[src/rtl/bpm2per.sv]
// Tempo-to-period converter: per_o = floor(DIVIDEND / bpm_i) in milliseconds,
// produced by a one-bit-per-cycle restoring divider behind a valid/busy handshake.
module bpm2per #(
    parameter int unsigned BPM_W    = 9,
    parameter int unsigned PER_W    = 16,
    parameter int unsigned DIVIDEND = 60000
) (
    input  logic             clk_i,
    input  logic             rst_i,
    input  logic [BPM_W-1:0] bpm_i,
    input  logic             bpm_valid,
    output logic [PER_W-1:0] per_o,
    output logic             per_valid,
    output logic             busy_o,
    output logic [1:0]       state_o
);

    localparam int unsigned CNT_W = $clog2(PER_W + 1);

    if (DIVIDEND >= (64'd1 << PER_W)) begin : g_bad_dividend
        $error("bpm2per: DIVIDEND must be smaller than 2**PER_W");
    end

    typedef enum logic [1:0] {
        IDLE = 2'd0,
        DIV  = 2'd1,
        DONE = 2'd2
    } state_t;

    // Handshake: a request is taken on any rising edge where bpm_valid = 1,
    // busy_o = 0 and rst_i = 0; requests seen while busy_o = 1 are dropped,
    // not queued. per_valid pulses for one cycle when per_o is refreshed.
    state_t             state_q, state_d;
    logic [BPM_W-1:0]   div_q, div_d;
    logic [PER_W-1:0]   dvd_q, dvd_d;
    logic [BPM_W:0]     rem_q, rem_d;
    logic [CNT_W-1:0]   cnt_q, cnt_d;
    logic [PER_W-1:0]   per_q, per_d;
    logic               per_valid_q, per_valid_d;
    logic               busy_q, busy_d;

    logic [BPM_W+1:0]   rem_sh;
    logic [BPM_W+1:0]   trial;
    logic               take;

    always_comb begin
        state_d     = state_q;
        div_d       = div_q;
        dvd_d       = dvd_q;
        rem_d       = rem_q;
        cnt_d       = cnt_q;
        per_d       = per_q;
        per_valid_d = 1'b0;
        busy_d      = busy_q;

        rem_sh = {rem_q, dvd_q[PER_W-1]};
        trial  = rem_sh - {2'b00, div_q};
        // A zero divisor always "fits", which yields an all-ones quotient.
        take   = ~trial[BPM_W+1] | (div_q == '0);

        case (state_q)
            IDLE: begin
                if (bpm_valid) begin
                    div_d   = bpm_i;
                    dvd_d   = PER_W'(DIVIDEND);
                    rem_d   = '0;
                    cnt_d   = CNT_W'(PER_W);
                    state_d = DIV;
                    busy_d  = 1'b1;
                end
            end
            DIV: begin
                // The dividend register fills with quotient bits from the bottom.
                dvd_d = {dvd_q[PER_W-2:0], take};
                rem_d = take ? trial[BPM_W:0] : rem_sh[BPM_W:0];
                cnt_d = cnt_q - CNT_W'(1);
                if (cnt_q == CNT_W'(1)) begin
                    state_d = DONE;
                end
            end
            DONE: begin
                per_d       = dvd_q;
                per_valid_d = 1'b1;
                state_d     = IDLE;
                busy_d      = 1'b0;
            end
            default: begin
                state_d = IDLE;
                busy_d  = 1'b0;
            end
        endcase
    end

    always_ff @(posedge clk_i) begin
        if (rst_i) begin
            state_q     <= IDLE;
            div_q       <= '0;
            dvd_q       <= '0;
            rem_q       <= '0;
            cnt_q       <= '0;
            per_q       <= '0;
            per_valid_q <= 1'b0;
            busy_q      <= 1'b0;
        end else begin
            state_q     <= state_d;
            div_q       <= div_d;
            dvd_q       <= dvd_d;
            rem_q       <= rem_d;
            cnt_q       <= cnt_d;
            per_q       <= per_d;
            per_valid_q <= per_valid_d;
            busy_q      <= busy_d;
        end
    end

    assign per_o     = per_q;
    assign per_valid = per_valid_q;
    assign busy_o    = busy_q;
    assign state_o   = state_q;

endmodule

[config.mk]
export PLATFORM = sky130hd
export DESIGN_NAME = bpm2per
export DESIGN_NICKNAME = d
export VERILOG_FILES = /design/src/rtl/bpm2per.sv
export SDC_FILE = /design/constraint.sdc
export NUM_CORES = 1
export LEC_CHECK = 0
export CORE_MARGIN = 3
export CORE_UTILIZATION = 50
export CTS_CLUSTER_DIAMETER = 120
export CTS_CLUSTER_SIZE = 25
export DETAILED_ROUTE_END_ITERATION = 10
export HOLD_SLACK_MARGIN = 0.02
export PLACE_DENSITY = 0.72
export SETUP_SLACK_MARGIN = 0.05
export SYNTH_ARGS = -nofsm -noshare
export SYNTH_HDL_FRONTEND = slang
export SYNTH_SLANG_ARGS = --single-unit
[constraint.sdc]
create_clock -name clk_i -period 2.5 [get_ports clk_i]
set_input_delay 0.75 -clock clk_i [delete_from_list [all_inputs] [get_ports clk_i]]
set_output_delay 0.75 -clock clk_i [all_outputs]
set_load 0.01 [all_outputs]
After elaboration in Yosys (flattened, before gate mapping):

Cells that the tools add are included.

* flip-flop bits (word level): 60
* output and inout bits: 20
* logic and storage cells: 38

* add/subtract/negate cells: 2
* equal/unequal tests: 5
* muxes and demuxes: 13
* bitwise gates (word level): 3
* reductions and logical operators: 7

Operators with widths (number)
* case mux 16 bit (2 select lines): 1
* two-way mux 10 bit: 2
* case mux 10 bit (2 select lines): 1
* two-way mux 16 bit: 1
* subtractor 11 x 9 -> 11 bit: 1
* case mux 5 bit (2 select lines): 1
* zero test 9 bit: 1
* AND reduction 2 bit: 4
* equality test 5 x 1 -> 1 bit, second input constant: 1
* two-way mux 5 bit: 1
* subtractor 5 x 1 -> 5 bit, second input constant: 1
* two-way mux 2 bit: 2
* inequality test 2 bit, second input constant: 2
* case mux 2 bit (2 select lines): 1
* equality test 2 x 1 -> 1 bit, second input constant: 1
* equality test 2 bit, second input constant: 1
* zero test 2 bit: 1
* two-way mux 1 bit: 2
* inverter 1 bit: 2
* case mux 1 bit (2 select lines): 1
* nonzero test 2 bit: 1
* bitwise OR 1 bit: 1

Depth between registers and ports, before layout:

Gate-level depths: netlist of run 1.

* depth after elaboration: 5
* mapped depth: 10
* mapped depth without buffers: 9

Worst setup path before layout of run 1:

OpenSTA, ideal clock, no wires.

* path type: flip-flop to flip-flop
* from: register dvd_q[15]
* to: register rem_q[7]
* data arrival time: 2.043 ns
* data required time: 2.383 ns
* setup slack: 0.339 ns
* stages on the path, launching flop included: 10
* path buffers: 0
* period minus slack after synthesis: 2.161 ns
* path through: dfxtp_1 -> inv_1 -> ha_1 -> fa_1 -> nor2b_4 -> o31a_1 -> o31ai_4 -> a21o_2 -> a21o_1 -> a32o_1

* longest elaborated chain between the ends: 5

RTL lines
* start, declared: line 35 `logic [PER_W-1:0] dvd_q, dvd_d;`
* start signal, assigned: line 107 `dvd_q <= dvd_d;`
* subtractor 11 x 9 -> 11 bit (*): line 57 `trial = rem_sh - {2'b00, div_q};`
* inverter 1 bit: line 59 `take = ~trial[BPM_W+1] | (div_q == '0);`
* bitwise OR 1 bit: line 59
* two-way mux 10 bit (*): line 75 `rem_d = take ? trial[BPM_W:0] : rem_sh[BPM_W:0];`
* case mux 10 bit (2 select lines) (*): line 61 `case (state_q)`
* end signal, assigned: line 108 `rem_q <= rem_d;`
* end, declared: line 36 `logic [BPM_W:0] rem_q, rem_d;`

Mark *: on every way between the ends. The rest lies on a longest branch, timed or not.
A chain may end at the register's enable or synchronous reset.

Final worst setup path of run 1:

* from: register div_q[2]
* to: register rem_q[7]

* longest elaborated chain between the ends: 5
* elaborated cells on any way between the ends: 6
* those cells by class: add/sub: 1; mux: 2; bitwise: 2; reduce/logical: 1

RTL lines
* start, declared: line 34 `logic [BPM_W-1:0] div_q, div_d;`
* start signal, assigned: line 106 `div_q <= div_d;`
* subtractor 11 x 9 -> 11 bit: line 57
* inverter 1 bit: line 59
* bitwise OR 1 bit: line 59
* two-way mux 10 bit (*): line 75
* case mux 10 bit (2 select lines) (*): line 61

Marked as above.

==> results.tsv, run 1 <==
metric	value	unit
first-pass GRT wire length	10200	microns
Die Footprint	6560	sq um
DP HPWL	4240	microns
combinational family with the most area after synthesis	simple AND/OR/NAND/NOR gates	
Seq cells post-synth	60	
clock-pin slew on the worst setup and hold paths	70	ps
final setup TNS	0	ps
Rows	26	
Ys Warns	0	
mux cell area share after synthesis	0.00757	
H-Tree Depth	3	
total CTS buffers	9	
fin crit share	0.929	
Crit Path Max Fanout	7	
most frequent cells in the layout	nand2_1 (74), dfxtp_1 (59), nor2_1 (34)	
fin crit period	2320	ps
gpl congestion	0.835	
Pleak	1.35	nW
port bufs	31	
Synth Area in Adders	0.0561	
global route overflow	0	
layout cells sized above 1	0.123	
maximum vdd drop	805	uV
Die X	81.0	microns
RSZ-0062 raised after global routing	no	
Placeable Area	5270	sq um
status	finished, final reports clean	
fill count	446	
Post-route DRC	0	
placed inst area	3200	sq um
Max Fclk	431	MHz
design area	3470	sq um
vias in the first global route	2258	
crit end category	register	
Hold Fails Final Rpt	0	
ant diodes	0	
Avg Synthesized Cell Area	8.29	sq um
post-synth net total	363	
relative slew slack	0.455	
area grow syn2layout	23.6	%
Crit. Startpoint	div_q[2]	
Chip Height	81.0	microns
hold depth	2	
skew final	6.63	ps
vias	2448	
CP Launch Type	register	
Clock Latency Late Sink	340	ps
CTS tree	yes	
Compound-Gate Fraction of Synth Area	0.211	
critical path class	register to register	
Worst Path Required	2740	ps
Synth Flop Type	dfxtp_1	
Layout Nets	401	
most common cell after layout, fill and taps aside	nand2_1	
simple-gate share of the synthesized area	0.241	
initial antenna violation count	0	
Mapped Area	2810	sq um
Final Slew Violations	0	
XOR/XNOR share of the synthesized area	0.00935	
Starting Density	0.533	
post-synthesis cell count	339	
Tightest Pin Transition	815	ps
hold path start	per_o[13]	
CTS sink cnt	60	
WP data arrival	2560	ps
Via density	5.42	
initial drt markers	129	
Max Cap Viol	0	
CTS Hold Bufs	0	
Multi-input gate area	1500	sq um
Post-synth EDFFs	0	
Final setup viols	0	
reg2reg path depth	8	
Power, Total	0.00289	W
WL final	6160	microns
post-DR wirelength/cell	13.6	microns
Yosys cell types	50	
Hold Crit Class	register to register	
Core Util, Final	0.659	
Reg2Reg Launch Point	div_q[2]	
final antenna-violating net count	0	
All-Layer GR Usage	0.201	
largest net degree at the start of global routing	23	
Reg area	1200	sq um
CTS max path bufs	2	
Clk Tree Root Cell	clkbuf_8	
sequential fraction of the synthesis area	0.427	
# IOs	32	
Cell Pwr Density	830	nW/um^2
ys async rst share	0	
first-pass iteration count of the detailed router	4	
## worst max-delay path, stage by stage (launching register included)
cell	delay [ps]
dfxtp_1	350
inv_1	60
ha_1	350
nor2b_4	160
o31a_1	330
o31ai_4	300
nand4b_4	210
a21o_1	220
a32o_1	240
## per-stage QoR
| stage | setup WS [ps] | instances | hold slack, ps |
|---|---|---|---|
| 6_report | 178 | 452 | 452 |
| 5_1_grt | 81.2 | 452 | 469 |
| 4_1_cts | 58.1 | 447 | 457 |
| 3_5_place_dp | 56.6 | 431 | 446 |
| 3_3_place_gp | 85.2 | 431 | 443 |
| 2_1_floorplan | 339 | 339 | 436 |
## cell type report
class | count | share of cell area
multi-input cells | 248 | 0.431
flip-flops and latches | 60 | 0.346
well taps | 70 | 0.0252
clock inverters | 7 | 0.0284
clock buffers | 9 | 0.0357
inverters | 13 | 0.0140
repair buffers | 45 | 0.120
## worst paths after layout
kind                to  slack, ps
max           rem_q[7]        180
min reg2reg  per_o[13]        450
max reg2reg   rem_q[7]        180
min          per_o[13]        450
## registers in the layout, summed over array words and instances, names as in the netlist
signal	cells
state_o	2
rem_q	10
div_q	9
cnt_q	5
dvd_q	16
busy_o	1
per_o	16
per_valid	1
## repair_timing
action	4_1_cts	5_1_grt
setup buffers	0	4
gates resized for setup	0	3
setup endpoints to repair	0	8
## synthesized netlist by cell type (2+ instances only)
cell type	n	area [sq um]
nand2_1	74	278
dfxtp_1	60	1200
nor2_1	34	128
a21oi_1	31	155
clkbuf_1	16	60.1
inv_1	13	48.8
nor3_1	13	65.1
ha_1	11	138
a22o_1	8	70.1
a21o_1	7	52.6
o211ai_2	6	75.1
o21ai_0	6	30.0
nand4_1	5	31.3
nand3_1	4	20.0
nand3b_1	3	22.5
o2111a_1	3	33.8
o21a_1	3	22.5
or3_1	3	18.8
a211oi_1	2	15.0
buf_6	2	22.5
nor2b_1	2	12.5
nor4_1	2	12.5
o211ai_1	2	15.0
o31ai_1	2	15.0
xnor2_1	2	17.5
## power breakdown
group / total [W] / internal, W / leakage, nW / switching, W
Sequential: 0.00108 / 0.00102 / 0.489 / 0.0000608
Clock: 0.000978 / 0.000567 / 0.110 / 0.000411
Combinational: 0.000825 / 0.000377 / 0.749 / 0.000447
Total: 0.00289 / 0.00197 / 1.35 / 0.000919
## cell families after synthesis
family	count (synthesis)
mux	2
fa+ha+maj	12
compound gates	81
simple gates	149
flops	60
xor+xnor	3
buf+inv	32
## per-layer routing
metal  track usage  share of wire  routed length [microns]
met5             0              0                        0
met1         0.261           0.48                     2950
met2         0.309           0.47                     2880
met4        0.0726          0.013                       81
met3        0.0687          0.040                      248
(Power assumes the default switching activity.)
==> inputs of run 2 (changes only) <==
--- a/config.mk
+++ b/config.mk
@@ -5,6 +5,7 @@
 export SDC_FILE = /design/constraint.sdc
 export NUM_CORES = 1
 export LEC_CHECK = 0
+export ABC_CLOCK_PERIOD_IN_PS = 2500
 export CORE_MARGIN = 3
 export CORE_UTILIZATION = 50
 export CTS_CLUSTER_DIAMETER = 120
@@ -13,6 +14,7 @@
 export HOLD_SLACK_MARGIN = 0.02
 export PLACE_DENSITY = 0.72
 export SETUP_SLACK_MARGIN = 0.05
+export SLEW_MARGIN = 20
 export SYNTH_ARGS = -nofsm -noshare
 export SYNTH_HDL_FRONTEND = slang
 export SYNTH_SLANG_ARGS = --single-unit
==> results of run 2 <==
No change in the layout: final DEF, timing and power equal those of run 1.
